File: src/rtl/biriscv_v_pkg.sv
// Shared definitions for the vector load writeback path: default widths,
// beat count and the writeback sequencer state encoding.
package biriscv_v_pkg;

   localparam int VLEN_DEFAULT   = 128;
   localparam int BEAT_W_DEFAULT = 32;
   localparam int BEATS          = VLEN_DEFAULT / BEAT_W_DEFAULT;

   typedef enum logic [1:0] {
      IDLE    = 2'd0,
      COLLECT = 2'd1,
      WRITE   = 2'd2
   } v_ldwb_state_t;

endpackage

File: src/rtl/biriscv_v_load_wb.sv
// Vector load writeback sequencer: gathers BEAT_W-bit response beats into one
// VLEN-bit value and presents it for a single cycle on the register file write port.
module biriscv_v_load_wb
   import biriscv_v_pkg::*;
#(
   parameter int VLEN   = VLEN_DEFAULT,
   parameter int BEAT_W = BEAT_W_DEFAULT
) (
   input  logic              clk_i,
   input  logic              rst_i,
   input  logic              req_valid_i,
   input  logic [4:0]        req_rd_i,
   output logic              req_ready_o,
   input  logic              mem_valid_i,
   input  logic [BEAT_W-1:0] mem_data_i,
   input  logic              mem_error_i,
   output logic              mem_ready_o,
   input  logic              flush_i,
   output logic [4:0]        rd0_o,
   output logic [VLEN-1:0]   rd0_value_o,
   output logic              busy_o,
   output logic              done_o,
   output logic              err_o
);

   // Handshake: a request transfers on a clock edge where req_valid_i and
   // req_ready_o are both high; a beat transfers where mem_valid_i and
   // mem_ready_o are both high. Neither ready depends on its own valid.

   localparam int NUM_BEATS = VLEN / BEAT_W;
   localparam int CNT_W     = (NUM_BEATS > 1) ? $clog2(NUM_BEATS) : 1;
   localparam logic [CNT_W-1:0] LAST_BEAT = CNT_W'(NUM_BEATS - 1);

   v_ldwb_state_t    state_q, state_d;
   logic [CNT_W-1:0] cnt_q, cnt_d;
   logic [VLEN-1:0]  buf_q, buf_d;
   logic [4:0]       rd_q, rd_d;
   logic             err_q, err_d;

   always_comb begin
      state_d = state_q;
      cnt_d   = cnt_q;
      buf_d   = buf_q;
      rd_d    = rd_q;
      err_d   = 1'b0;
      case (state_q)
         IDLE: begin
            if (req_valid_i && !flush_i) begin
               rd_d    = req_rd_i;
               buf_d   = '0;
               cnt_d   = '0;
               state_d = COLLECT;
            end
         end
         COLLECT: begin
            if (flush_i) begin
               state_d = IDLE;
            end else if (mem_valid_i) begin
               if (mem_error_i) begin
                  // The partially assembled value is dropped along with the beat.
                  buf_d   = '0;
                  cnt_d   = '0;
                  err_d   = 1'b1;
                  state_d = IDLE;
               end else begin
                  for (int k = 0; k < NUM_BEATS; k++) begin
                     if (cnt_q == CNT_W'(k)) begin
                        buf_d[k*BEAT_W +: BEAT_W] = mem_data_i;
                     end
                  end
                  cnt_d = cnt_q + 1'b1;
                  if (cnt_q == LAST_BEAT) begin
                     state_d = WRITE;
                  end
               end
            end
         end
         WRITE: begin
            state_d = IDLE;
         end
         default: begin
            state_d = IDLE;
         end
      endcase
   end

   always_ff @(posedge clk_i or posedge rst_i) begin
      if (rst_i) begin
         state_q <= IDLE;
         cnt_q   <= '0;
         buf_q   <= '0;
         rd_q    <= '0;
         err_q   <= 1'b0;
      end else begin
         state_q <= state_d;
         cnt_q   <= cnt_d;
         buf_q   <= buf_d;
         rd_q    <= rd_d;
         err_q   <= err_d;
      end
   end

   assign req_ready_o = (state_q == IDLE) && !flush_i;
   assign mem_ready_o = (state_q == COLLECT) && !flush_i;
   assign busy_o      = (state_q != IDLE);
   assign done_o      = (state_q == WRITE);
   assign err_o       = err_q;
   // A flush arriving while the write is presented must still cancel it.
   assign rd0_o       = ((state_q == WRITE) && !flush_i) ? rd_q : 5'd0;
   assign rd0_value_o = (state_q == WRITE) ? buf_q : '0;

endmodule

File: config.mk
export PLATFORM = sky130hd
export DESIGN_NAME = biriscv_v_load_wb
export DESIGN_NICKNAME = d
export VERILOG_FILES = /design/src/rtl/biriscv_v_pkg.sv /design/src/rtl/biriscv_v_load_wb.sv
export SDC_FILE = /design/constraint.sdc
export NUM_CORES = 1
export LEC_CHECK = 0
export CORE_MARGIN = 3
export CORE_UTILIZATION = 43
export DETAILED_ROUTE_END_ITERATION = 16
export PLACE_DENSITY_LB_ADDON = 0.25
export SLEW_MARGIN = 25
export SYNTH_ARGS = -nofsm -noshare
export SYNTH_HDL_FRONTEND = slang
export SYNTH_SLANG_ARGS = --single-unit
File: constraint.sdc
create_clock -name clk_i -period 4.86 [get_ports clk_i]
set_input_delay 1.215 -clock clk_i [delete_from_list [all_inputs] [get_ports clk_i]]
set_output_delay 1.215 -clock clk_i [all_outputs]
set_load 0.03 [all_outputs]
After elaboration in Yosys (flattened, before gate mapping)
Cells that the tools add are included.
Storage, ports and cells
  register bits: 138
  latch bits: 0
  input port bits: 43
  output and inout bits: 138
  memory bits (read-only): 0
  word-level logic and storage cells: 65
  memories: 0
  bits in writable memories: 0
Operators by class
  reduce and logical (&&, ||, !) cells: 16
  div/mod/pow operators: 0
  shifts and indexed selects: 0
  add/sub/neg operators: 1
  $lt $le $gt $ge: 0
  $mul: 0
  bitwise gates (word level): 0
  eq/ne operators: 14
  multiplexer cells: 26
Operators with widths (count)
  2-to-1 mux 128 bit: 5
  one-hot mux 128 bit (2 select lines): 1
  2-to-1 mux 32 bit: 4
  AND reduction 5 bit: 4
  2-to-1 mux 2 bit: 9
  != test 3 bit (second input constant): 5
  one-hot mux 2 bit (2 select lines): 2
  == test 2 bit (second input constant): 3
  != test 2 bit (second input constant): 3
  2-to-1 mux 5 bit: 1
  == test 2 x 1 -> 1 bit (second input constant): 2
  logical AND 1 bit: 4
  logical NOT 2 bit: 2
  2-to-1 mux 1 bit: 4
  != test 4 bit (second input constant): 1
  AND reduction 4 bit: 1
  nonzero test 2 bit: 2
  AND reduction 3 bit: 1
  adder 2 x 1 -> 2 bit (second input constant): 1
  AND reduction 2 bit: 1
  logical NOT 1 bit: 1

Longest topological paths before layout
  word-level depth: 6
  gate-level depth with buffers: 6
  gate-level depth less buffers: 4

Least setup slack after synthesis
Ideal clock, no wire load.
  kind: input port to output port
  start point: input port flush_i
  end point: output port req_ready_o
  data required time: 3645 ps
  stages on the path: 1
  buffers on the path: 0
  data arrival time: 1867 ps
  setup slack: 1778 ps
  path through: nor3_1
On the way
  cells in the longest elaborated chain, start to end: 2
Ends and longest elaborated chain
  start, declared: line biriscv_v_load_wb.sv:18  | input logic flush_i,
  logical NOT 1 bit: line biriscv_v_load_wb.sv:103  | assign req_ready_o = (state_q == IDLE) && !flush_i;
  logical AND 1 bit: line biriscv_v_load_wb.sv:103
  end, declared: line biriscv_v_load_wb.sv:13  | output logic req_ready_o,
Every way passes these cells.

Final worst setup path
  start point: input port flush_i
  end point: output port mem_ready_o
On the way
  cells in the longest elaborated chain, start to end: 2
Ends and longest elaborated chain
  logical NOT 1 bit: line biriscv_v_load_wb.sv:104  | assign mem_ready_o = (state_q == COLLECT) && !flush_i;
  logical AND 1 bit: line biriscv_v_load_wb.sv:104
  end, declared: line biriscv_v_load_wb.sv:17  | output logic mem_ready_o,
Every way passes these cells.

==> results.py <==
metrics = {
    "die": {
        "core_um2": 13900,
        "die_x_um": 126,
        "design.portCount": 181,
        "dieArea_um2": 15800,
        "rows": 43,
        "die_y_um": 126,
        "initial_utilization_pct": 44.3,
    },
    "timing": {
        "finalSetupViolCount": 0,
        "max_freq_ghz": 0.239,
        "fin_crit_sh_pct": 86.2,
        "hold_viol": 0,
        "rsz0062_at_grt": "no",
        "period_minus_slack_ns": 4.19,
        "clock_skew_ns": 0.00773,
        "drv_slew": 0,
        "slew_headroom_pct": 30.8,
        "worst_pin_slew_ns": 1.03,
        "worst_hold_slack_ns": 0.490,
        "setup_tns_ns": 0,
    },
    "place": {
        "dp_hpwl_um": 10400,
        "gp_congestion": 0.782,
        "port_buffers": 180,
    },
    "cells_and_area": {
        "multi_input_area_um2": 2330,
        "drive_gt1_share_pct": 8.80,
        "n_fill_cell": 1121,
        "final_cell_mix": "180 x clkdlybuf4s50_1, 138 x dfrtp_1, 133 x and2_1",
        "layout_commonest_cell": "clkdlybuf4s50_1",
        "nets": 694,
        "diodes": 0,
        "syn2layout_area_growth_pct": 38.6,
        "seqCellArea_um2": 3450,
    },
    "clock_network": {
        "cts_hold_buf": 0,
        "clk_path_buf_depth": 2,
        "cts_setup_buffers": 0,
        "clkLatencyLatePin_ns": 0.41,
        "clkSinkCount": 138,
        "cts_max_level": 4,
        "tritoncts": "yes",
        "cts.clk_slew.worst_paths_ns": 0.06,
        "cts-root-buf": "clkbuf_16",
        "cts_resized": 0,
        "cts_buffers": 17,
    },
    "synth": {
        "synth_area_leaders": "dfrtp_1 56%, a22o_1 18%, and2_1 13%",
        "syn_area_per_cell_um2": 12.8,
        "synth_cells": 480,
        "seq_area_frac_synth_pct": 56.0,
        "yosys.area.top_type": "dfrtp_1",
        "yosys.cell_types.count": 26,
        "synth-seq-cells": 138,
        "netlist_area_um2": 6170,
        "post-synth-top-area-fraction_pct": 56.0,
        "yosysWarningCount": 0,
        "syn_nets": 527,
    },
    "grt": {
        "track_usage_pct": 21.5,
        "grt_pass1_vias": 4818,
        "grt.overflow.total": 0,
        "antenna_found_initial": 0,
        "grt_max_degree": 139,
        "grt_pass1_wl_um": 27000,
    },
    "critical_path": {
        "reg2reg_slack_ns": 2.63,
        "crit_fanout": 10,
        "cp_data_required_time_ns": 3.64,
        "start_kind": "input pin",
        "path_class": "input pin to output port",
        "critPathCaptureType": "output port",
        "arrival_ns": 2.98,
    },
    "pwr": {
        "power_mw": 2.66,
        "swShare_pct": 22.0,
        "vdd_ir_drop_max_v": 0.000180,
        "p_seq_share_pct": 45.4,
        "clkPwrFrac_pct": 47.3,
        "p_sw_uw": 586,
        "power_leakage_nw": 3.85,
        "powerDensity_nw_per_um2": 312,
        "p_int_mw": 2.08,
        "comb_power_share_pct": 7.2,
    },
    "run_status": {
        "status": "finished, final reports clean",
    },
    "routing": {
        "wl_met2_um": 8330,
        "wl_met3_um": 894,
        "drt-initial-drc-count": 440,
        "top_layer": "met4",
        "avgViaCountPerCell": 5.48,
        "drt_wl_total_um": 16600,
        "dr.pass1.iters": 5,
        "drc": 0,
        "wire_per_inst_um": 19.8,
        "met1_length_um": 7180,
        "via_count": 4600,
        "ant_nets": 0,
    },
    "job": {
        "drv_cap": 0,
    },
    "hold_path": {
        "holdCritPathClass": "flip-flop to flip-flop",
    },
}
-- power by group through the flow --
stage / registers, mW / logic (mW) / clock network (mW)
2_1_floorplan: 1.22 / 0.116 / 0
3_3_place_gp: 1.23 / 0.177 / 0
3_5_place_dp: 1.23 / 0.183 / 0
4_1_cts: 1.21 / 0.184 / 1.28
5_1_grt: 1.21 / 0.208 / 1.34
6_report: 1.21 / 0.193 / 1.26
-- metrics by stage --
stage	instances	utilization, %	worst slack [ns]	cell area (um2)
global route	839	61.3	0.598	8550
global placement	805	56.7	0.724	7900
floorplan	480	-	1.78	6170
finish	839	61.3	0.669	8550
CTS	836	60.8	0.676	8480
detailed placement	805	56.7	0.681	7900
-- state kept, by name (all words and copies together), names as in the netlist --
register	count
buf_q	128
rd_q	5
cnt_q	2
state_q	2
err_o	1
-- per-layer routing --
layer / up-vias / global-route usage (%)
met4: 0 / 6.69
li1: 2047 / -
met5: - / 0
met3: 18 / 4.16
met1: 2344 / 29.3
met2: 191 / 35.0
-- path summary, 6_finish.rpt --
path	start	to	cells after the start
setup / recovery	flush_i	mem_ready_o	4
hold / removal	buf_q[43]	buf_q[43]	1
setup reg to reg	state_q[0]	buf_q[86]	4
hold reg to reg	buf_q[43]	buf_q[43]	1
max in group asynchronous	rst_i	buf_q[54]	3
min in group asynchronous	rst_i	buf_q[92]	3
-- final cells by class --
class                           count  area share [%]
Sequential cell                   138            40.4
Multi-Input combinational cell    297            27.3
Timing Repair Buffer              190            22.7
Clock buffer                       24            5.75
Tap cell                          180            2.64
Clock inverter                      7            1.05
Inverter                            3           0.176
-- cell usage after synthesis --
master / count
a22o_1: 128
and2_1: 133
and2_2: 1
and2b_2: 1
and3_1: 1
and4_1: 3
and4_4: 1
buf_6: 28
clkbuf_1: 14
dfrtp_1: 138
ha_1: 4
inv_1: 3
mux2_2: 6
mux2_4: 1
mux2i_1: 1
nand2_1: 2
nor2_1: 1
nor2_4: 1
nor2b_1: 1
nor3_1: 2
nor3b_2: 2
o211ai_1: 1
o211ai_4: 4
o21ai_0: 1
or2_2: 1
or3b_4: 1
-- cells by family (layout without fill, tap and decap cells) --
family                     count (synthesis)  after routing  share of synthesized area [%]
DFF                                      138            138                           56.0
buffers and inverters                     45            224                           6.15
AOI/OAI and AO/OA                        134            134                           19.8
adders and majority gates                  4              4                          0.812
muxes                                      8              8                           1.50
and+or+nand+nor                          151            151                           15.8
-- critical path, cell delays in order --
cell,delay (ns)
clkdlybuf4s50_1,0.53
nor2_4,0.34
and2_2,0.22
clkdlybuf4s50_1,0.67
(Power assumes the default switching activity.)
